===== config.mk =====
export PLATFORM = sky130hd
export DESIGN_NAME = buff_alloc_scheduler
export DESIGN_NICKNAME = d
export VERILOG_FILES = /design/src/rtl/buff_sched_pkg.sv /design/src/rtl/buff_alloc_scheduler_rr_arbiter.sv /design/src/rtl/buff_alloc_scheduler.sv
export SDC_FILE = /design/constraint.sdc
export NUM_CORES = 1
export LEC_CHECK = 0
export ABC_CLOCK_PERIOD_IN_PS = 4140
export BUFFER_PORTS_ARGS = -buffer_cell sky130_fd_sc_hd__buf_2
export CAP_MARGIN = 20
export CORE_ASPECT_RATIO = 1.5
export CORE_UTILIZATION = 51
export DETAILED_ROUTE_END_ITERATION = 10
export PLACE_DENSITY_LB_ADDON = 0.15
export SLEW_MARGIN = 25
export SYNTH_ARGS = -nofsm -noshare
export SYNTH_HDL_FRONTEND = slang
export SYNTH_SLANG_ARGS = --single-unit

===== constraint.sdc =====
create_clock -name clk -period 4.14 [get_ports clk]
set_clock_uncertainty 0.2 [all_clocks]
set_input_delay 0.207 -clock clk [delete_from_list [all_inputs] [get_ports clk]]
set_output_delay 0.207 -clock clk [all_outputs]
set_load 0.01 [all_outputs]

===== src/rtl/buff_sched_pkg.sv =====
// Shared constants, FSM encoding and free-buffer search for the buffer allocation scheduler.
package buff_sched_pkg;

  localparam int unsigned NUM_BUFF = 4;
  localparam int unsigned SLOTS    = 4;
  localparam int unsigned SLOT_W   = 2;
  localparam int unsigned BUFF_W   = 2;
  localparam int unsigned CNT_W    = 3;

  typedef enum logic {
    ST_ACTIVE = 1'b0,
    ST_FULL   = 1'b1
  } state_t;

  // Lowest-index buffer whose full flag is clear (0 when none is free).
  function automatic logic [BUFF_W-1:0] first_free(input logic [NUM_BUFF-1:0] full);
    logic [BUFF_W-1:0] idx;
    idx = '0;
    for (int b = NUM_BUFF - 1; b >= 0; b--) begin
      if (!full[b]) idx = BUFF_W'(b);
    end
    return idx;
  endfunction

endpackage


===== src/rtl/buff_alloc_scheduler_rr_arbiter.sv =====
// Round-robin arbiter: picks the first set request scanning upward from rr_ptr with wrap.
module rr_arbiter #(
  parameter  int unsigned NUM_REQ = 4,
  localparam int unsigned PTR_W   = $clog2(NUM_REQ)
) (
  input  logic [NUM_REQ-1:0] req,
  input  logic [PTR_W-1:0]   rr_ptr,
  input  logic               enable,
  output logic [NUM_REQ-1:0] gnt,
  output logic [PTR_W-1:0]   winner
);

  localparam int unsigned POS_W = PTR_W + 1;

  logic [POS_W-1:0] pos;
  logic             found;

  always_comb begin
    gnt    = '0;
    winner = '0;
    found  = 1'b0;
    pos    = '0;
    for (int unsigned k = 0; k < NUM_REQ; k++) begin
      // rr_ptr + k stays below 2*NUM_REQ, so one subtraction wraps it.
      pos = {1'b0, rr_ptr} + POS_W'(k);
      if (pos >= POS_W'(NUM_REQ)) pos = pos - POS_W'(NUM_REQ);
      if (enable && !found && req[pos[PTR_W-1:0]]) begin
        found                = 1'b1;
        winner               = pos[PTR_W-1:0];
        gnt[pos[PTR_W-1:0]]  = 1'b1;
      end
    end
  end

endmodule


===== src/rtl/buff_alloc_scheduler.sv =====
// Allocates demux-selected buffers to round-robin requesters and tracks per-buffer slot counts
// so each grant reports the buffer and slot Demux_SEL is steering to.
module buff_alloc_scheduler
  import buff_sched_pkg::*;
#(
  parameter int unsigned NUM_REQ = 4
) (
  input  logic                clk,
  input  logic                rst,
  input  logic [NUM_REQ-1:0]  req,
  output logic [NUM_REQ-1:0]  gnt,
  output logic [BUFF_W-1:0]   gnt_buff,
  output logic [SLOT_W-1:0]   gnt_slot,
  output logic [NUM_BUFF-1:0] buff_use,
  output logic [NUM_BUFF-1:0] buff_full,
  input  logic [NUM_BUFF-1:0] drain,
  output logic                all_full
);

  localparam int unsigned PTR_W = $clog2(NUM_REQ);

  state_t                          state, state_next;
  logic [NUM_BUFF-1:0][CNT_W-1:0]  cnt, cnt_next;
  logic [NUM_BUFF-1:0]             full_next;
  logic [PTR_W-1:0]                rr_ptr, rr_ptr_next;
  logic [PTR_W-1:0]                winner;
  logic [BUFF_W-1:0]               tgt;
  logic                            arb_en;
  logic                            transfer;

  // Grants only in ACTIVE with a free buffer; rst gates them low during reset.
  assign tgt    = first_free(buff_full);
  assign arb_en = rst && (state == ST_ACTIVE) && !(&buff_full);

  rr_arbiter #(.NUM_REQ(NUM_REQ)) u_arb (
    .req    (req),
    .rr_ptr (rr_ptr),
    .enable (arb_en),
    .gnt    (gnt),
    .winner (winner)
  );

  assign transfer = |gnt;
  assign gnt_buff = tgt;
  assign gnt_slot = cnt[tgt][SLOT_W-1:0];
  assign buff_use = transfer ? (NUM_BUFF'(1) << tgt) : '0;

  // Next counts, full flags, arbitration pointer and FSM state.
  always_comb begin
    state_next  = state;
    cnt_next    = cnt;
    full_next   = '0;
    rr_ptr_next = rr_ptr;

    for (int unsigned b = 0; b < NUM_BUFF; b++) begin
      if (drain[b] && buff_full[b]) begin
        cnt_next[b] = '0;
      end else if (transfer && (tgt == BUFF_W'(b))) begin
        cnt_next[b] = cnt[b] + CNT_W'(1);
      end
      full_next[b] = (cnt_next[b] == CNT_W'(SLOTS));
    end

    if (transfer) begin
      rr_ptr_next = (winner == PTR_W'(NUM_REQ - 1)) ? '0 : winner + PTR_W'(1);
    end

    case (state)
      ST_ACTIVE: if (&full_next) state_next = ST_FULL;
      ST_FULL:   if (|(drain & buff_full)) state_next = ST_ACTIVE;
      default:   state_next = ST_ACTIVE;
    endcase
  end

  always_ff @(posedge clk or negedge rst) begin
    if (!rst) begin
      state     <= ST_ACTIVE;
      cnt       <= '0;
      buff_full <= '0;
      all_full  <= 1'b0;
      rr_ptr    <= '0;
    end else begin
      state     <= state_next;
      cnt       <= cnt_next;
      buff_full <= full_next;
      all_full  <= (state_next == ST_FULL);
      rr_ptr    <= rr_ptr_next;
    end
  end

endmodule

### After elaboration in Yosys (flattened, before gate mapping)

Index checks and enable logic that the tools add are counted.

* bits in read-only memories: 0
* register bits: 19
* bits in writable memories: 0
* memories kept: 0
* bits in latches: 0
* word-level logic and storage cells: 126
* bits of input ports: 10

* mux-type cells: 50
* $lt $le $gt $ge: 13
* shifts and indexed selects: 1
* div/mod/pow operators: 0
* eq/ne operators: 8
* reductions and logical operators: 30
* $mul: 0
* bitwise logic cells: 5
* add/sub/neg operators: 12

Operators with widths (count)
* $mux 2: 14
* $mux 3: 8
* $logic_and 1x1->1: 21
* $mux 4: 5
* $lt 2x3->1 const B: 5
* $mux 1: 13
* $add 3x1->3 const B: 4
* $eq 3x3->1 const B: 4
* $or 4x4->4: 3
* $ge 3x3->1 const B: 3
* $bmux 1 s2: 4
* $demux 1 s2: 4
* $ge 2x1->1 const B: 4
* $reduce_and 4->1: 2
* $reduce_or 4->1: 2
* $sub 2x1->2 const B: 4
* $add 2x2->3 const B: 2
* $bmux 3 s2: 1
* $eq 2x2->1 const B: 3
* $and 4x4->4: 1
* $logic_not 1->1: 4
* $shl 1x2->4 const A: 1
* $add 2x1->3 const B: 1
* $ge 2x3->1 const B: 1
* other kinds (5): 5

### Logic depth before layout (Yosys ltp)

* depth after elaboration: 26
* mapped depth: 12

### By module

Synthesis repeated with hierarchy kept, for this count alone.

* cells, all modules: 190
* area total of the unflattened synthesis: 1707.9 um2

Modules (own cells, without submodules)
* buff_alloc_scheduler: area each 1146.1 um2, cells each 122, seq. area each 475.5 um2, times used 1
* rr_arbiter: area each 561.8 um2, cells each 68, seq. area each 0.0 um2, times used 1

### Least setup slack after synthesis

Ideal clock, no wire load.

* path type: register -> register
* start point: register with a tool-made name
* end point: register state
* path buffers: 1
* arrival time: 3.131 ns
* setup slack: 0.732 ns
* data required time: 3.864 ns
* stages on the path, launching flop included: 13
* period minus slack after synthesis: 3.408 ns
* cells stage by stage: dfrtp_1 -> buf_6 -> inv_1 -> ha_1 -> mux4_2 -> or4_4 -> a21oi_2 -> nor4_4 -> a211oi_4 -> nand3b_1 -> o2bb2a_4 -> nand4_1 -> o21ai_1

RTL lines
* to (signal assigned): RTL line buff_alloc_scheduler.sv:83 `state <= state_next;`
* to (decl): RTL line buff_alloc_scheduler.sv:22 `state_t state, state_next;`

### Worst setup path in the final report

* start point: register rr_ptr[1]
* end point: output buff_use[2]

* word-level cells in the longest chain between the ends: 20
* elaborated cells between the ends (all ways): 65

Ends and longest elaborated chain
* from (decl): RTL line buff_alloc_scheduler.sv:25 `logic [PTR_W-1:0] rr_ptr, rr_ptr_next;`
* from (signal assigned): RTL line buff_alloc_scheduler.sv:87 `rr_ptr <= rr_ptr_next;`
* branches (longest 17 deep; another with $add 2x1->3)
* $mux 4 *: RTL line buff_alloc_scheduler_rr_arbiter.sv:27 `if (enable && !found && req[pos[PTR_W-1:0]]) begin`
* $reduce_or 4->1 *: RTL line buff_alloc_scheduler.sv:43 `assign transfer = |gnt;`
* $mux 4 *: RTL line buff_alloc_scheduler.sv:46 `assign buff_use = transfer ? (NUM_BUFF'(1) << tgt) : '0;`
* to (decl): RTL line buff_alloc_scheduler.sv:14 `output logic [NUM_BUFF-1:0] buff_use,`

Every way passes the cells marked *. The select of a mux whose other input is x is not followed.

==> run summary <==
The run finished with clean final reports. The TritonCTS buffer count is 3. For this design, the slowest cell found on the critical path is sky130_fd_sc_hd__nor4_4. Counting instances, the worst hold path has a depth of 2. The share of layout cells above drive strength 1 is 0.243. Relative to the synthesized area, the layout overhead comes to 13.3%. Of the total synthesized cell area, the portion taken by XOR and XNOR cells is 0.0255. After synthesis, the largest family of logic cells by area is simple AND/OR/NAND/NOR gates.

The weighted congestion reported at the end of routability-driven placement came out at 0.860. The highest achievable clock rate is 0.268 GHz. In the final design database the tool counted 240 nets. The estimated wirelength of the detail-placed design came out at 3460 um. The routed design has 4340 um of wire. Of all nets on the critical path, the largest fanout is 8. In this run the number of H-tree levels came out at 1. The TritonCTS clock tree is done.

The fraction of the mapped netlist area in simple logic gates came out at 0.254. The floorplan step defined a core boundary enclosing 0.00319 sq mm. The final clock period utilization by the worst path came out at 0.900. The number of rows created at floorplan is 25. For this run, the total global-route usage over all layers was measured as 0.256. The largest net degree at the start of global routing is 21. For this run, the register share of the synthesized area comes to 0.277. In the layout the commonest cells are sky130_fd_sc_hd__buf_2, sky130_fd_sc_hd__nand2_1, sky130_fd_sc_hd__dfrtp_1.

The number of cells produced by synthesis came out at 191. Port buffering added 26 buffers. The total standard cell area after synthesis is 0.00172 sq mm. The power after layout is 0.00135 W. The count of pins on the block boundary is 27. STA puts the critical path data arrival time at 3.32 ns. The leakage power figure came out at 0.908 nW. The shortest clock period the worst path allows after layout is 3.72 ns. Measured in cells, the most critical reg-to-reg path has a length of 11.

For this run, the number of Yosys warnings is 0. In this run, synthesis produced a sequential element count of 19. The count of nets left with antenna violations after detail routing came out at 0. The average wire per cell in the routed design is 16.8 um. The via count came out at 1545. The initial utilization of the core area, before any placement, comes to 0.538. Measured against its own limit, the worst slew margin works out to 0.604.

The number of distinct standard cells referenced by the synthesized netlist is 48. The sink count of the clock tree is 19. Max-cap violations in this run came to 0. The final total negative setup slack came out at 0 ns. The detailed-routing iteration count for the pre-antenna-repair pass came out at 4.

The longest clock path from root to sink contains 2 buffers. The clock insertion delay at the later pin of the skew report is 0.26 ns. The wire length of the first global-routing pass is 7090 um. The pin slew with the least headroom to its limit came out at 0.590 ns. Leaving out fill and tap cells, the most frequent cell in the layout is sky130_fd_sc_hd__buf_2. The number of global-route vias before repair came out at 1547. The worst setup path is of the register to primary output kind. The total nets after synthesis is 212. The number of DRC markers after the initial detailed-route iteration came out at 28. The worst setup path is captured at a primary output. The die outline height came out at 73.1 um. Setup repair after global routing left no endpoint under its margin. The total power divided by cell area is 692 mW/mm^2. The die is 49.4 um wide.

On the worst path, the slowest cell contributes a delay of 0.58 ns. The clock slew at the register clock pins of the worst setup and hold paths is 0.08 ns. The post-CTS setup-driven buffer insertion count came out at 0. The worst hold path belongs to the class input pin to register. The synthesized design contains 0 enable-type register cells.

The mean post-synth cell area is 8.99 sq um. The async set or reset register ratio after synthesis came out at 1.00. Of the post-synthesis cell area, the part taken by muxes is 0.111. The share of synthesized cell area in full adder, half adder and majority cells came out at 0.0801.

The count of pins over their slew limit was 0. The synthesized-area fraction occupied by ao, oa, aoi and oai cells is 0.210. The number of hold violations in the final report is 0. The worst ir drop on vdd is 0.419 mV.

For this run, design rule violations remaining after detail routing come to 0. The remaining global-route overflow came out at 0. In the synthesized netlist the dominant register cell turns out to be sky130_fd_sc_hd__dfrtp_1.

The floorplan step defined a die boundary enclosing 0.00361 sq mm. STA puts the critical path data required time at 3.73 ns. The most common cell type on the critical path is sky130_fd_sc_hd__nand2_1.

The antenna diode count is 0. The number of failing setup endpoints in the final timing report is 0. The number of antenna violations at the first check in global routing is 0. The worst setup path is launched from a register. In the routed layout, each cell is associated on average with a via count of 5.99. The buffer cell driving the clock tree root is sky130_fd_sc_hd__clkbuf_8.

Walking the worst path, the cells encountered are inv_1 > ha_1 > mux4_2 > nand3b_1 > a21oi_1 > nor4_4 > nand2_1 > nand2_1 > nor2_1 > buf_2.
## power by group
group          switching, W  internal [W]
sequential        0.0000941      0.000252
clock             0.0000630     0.0000685
combinational      0.000486      0.000383
total              0.000643      0.000703
## layer usage
layer,vias up,part of all wire,GRT usage
li1,747,-,-
met1,757,0.39,0.273
met2,35,0.57,0.522
met3,6,0.031,0.0313
met4,0,0.0083,0.0540
met5,-,0,0
## layout make-up
type                            instances  area, sq um
Sequential cell                        19          475
Tap cell                               40         50.0
Multi-Input combinational cell        155         1170
Timing Repair Buffer                   30          168
Clock buffer                            4         45.0
Fill cell                             289         1240
Inverter                               10         37.5
## synth_stat cells, drive strengths merged (3+ instances only)
library cell | instances | area (sq um)
nor3 | 3 | 20.0
and2 | 3 | 18.8
nor2b | 4 | 25.0
nor2 | 14 | 52.6
or2 | 6 | 37.5
ha | 11 | 138
mux4 | 4 | 90.1
nand2 | 23 | 86.3
clkbuf | 5 | 18.8
mux2i | 9 | 90.1
dfrtp | 19 | 475
o21ai | 7 | 35.0
nand3b | 9 | 67.6
inv | 10 | 37.5
a21oi | 23 | 141
xnor2 | 5 | 43.8
## critical path, delay by kind of cell (launching register included)
kind            cells  cell delay [ns]
compound gates      1             0.13
fa+ha+maj           1             0.37
mux                 1             0.41
simple gates        5             1.37
flops               1             0.50
buf+inv             2             0.29
## flip-flops by register name, summed over array words and instances (netlist names), named ones only
signal	cells
state	1
buff_full	4
cnt	12
rr_ptr	1
## stage by stage
stage | util | area, sq um | setup WS [ns] | std cells | hold slack, ns
after floorplan | - | 1720 | 0.732 | 191 | -0.289
after global placement | 0.586 | 1870 | 0.610 | 251 | -0.0258
after detailed placement | 0.586 | 1870 | 0.452 | 251 | -0.0278
after CTS | 0.610 | 1950 | 0.428 | 258 | 0.0159
after global routing | 0.610 | 1950 | 0.186 | 258 | 0.0239
final | 0.610 | 1950 | 0.415 | 258 | 0.0178
## final timing paths
path,from,to,slack (ns)
hold / removal,drain[2],cnt[6],0.02
setup / recovery,rr_ptr[1],buff_use[2],0.42
max in group asynchronous,rst,cnt[2],3.19
setup reg to reg,rr_ptr[1],state,0.42
min in group asynchronous,rst,cnt[4],0.23
hold reg to reg,state,state,0.31
## cell families after synthesis
kind of cell / Yosys count
AO/OA/AOI/OAI: 49
buffers and inverters: 17
adder cells (fa/ha/maj): 11
flip-flops: 19
XOR/XNOR: 5
AND/OR/NAND/NOR: 76
multiplexers: 14
## repair_timing
action,4_1_cts,5_1_grt
gates resized for setup,0,0
endpoints found under the setup margin,0,0
hold endpoints to repair,23,0
hold buffers,3,0
No activity file was read; power rests on OpenSTA's default activity.
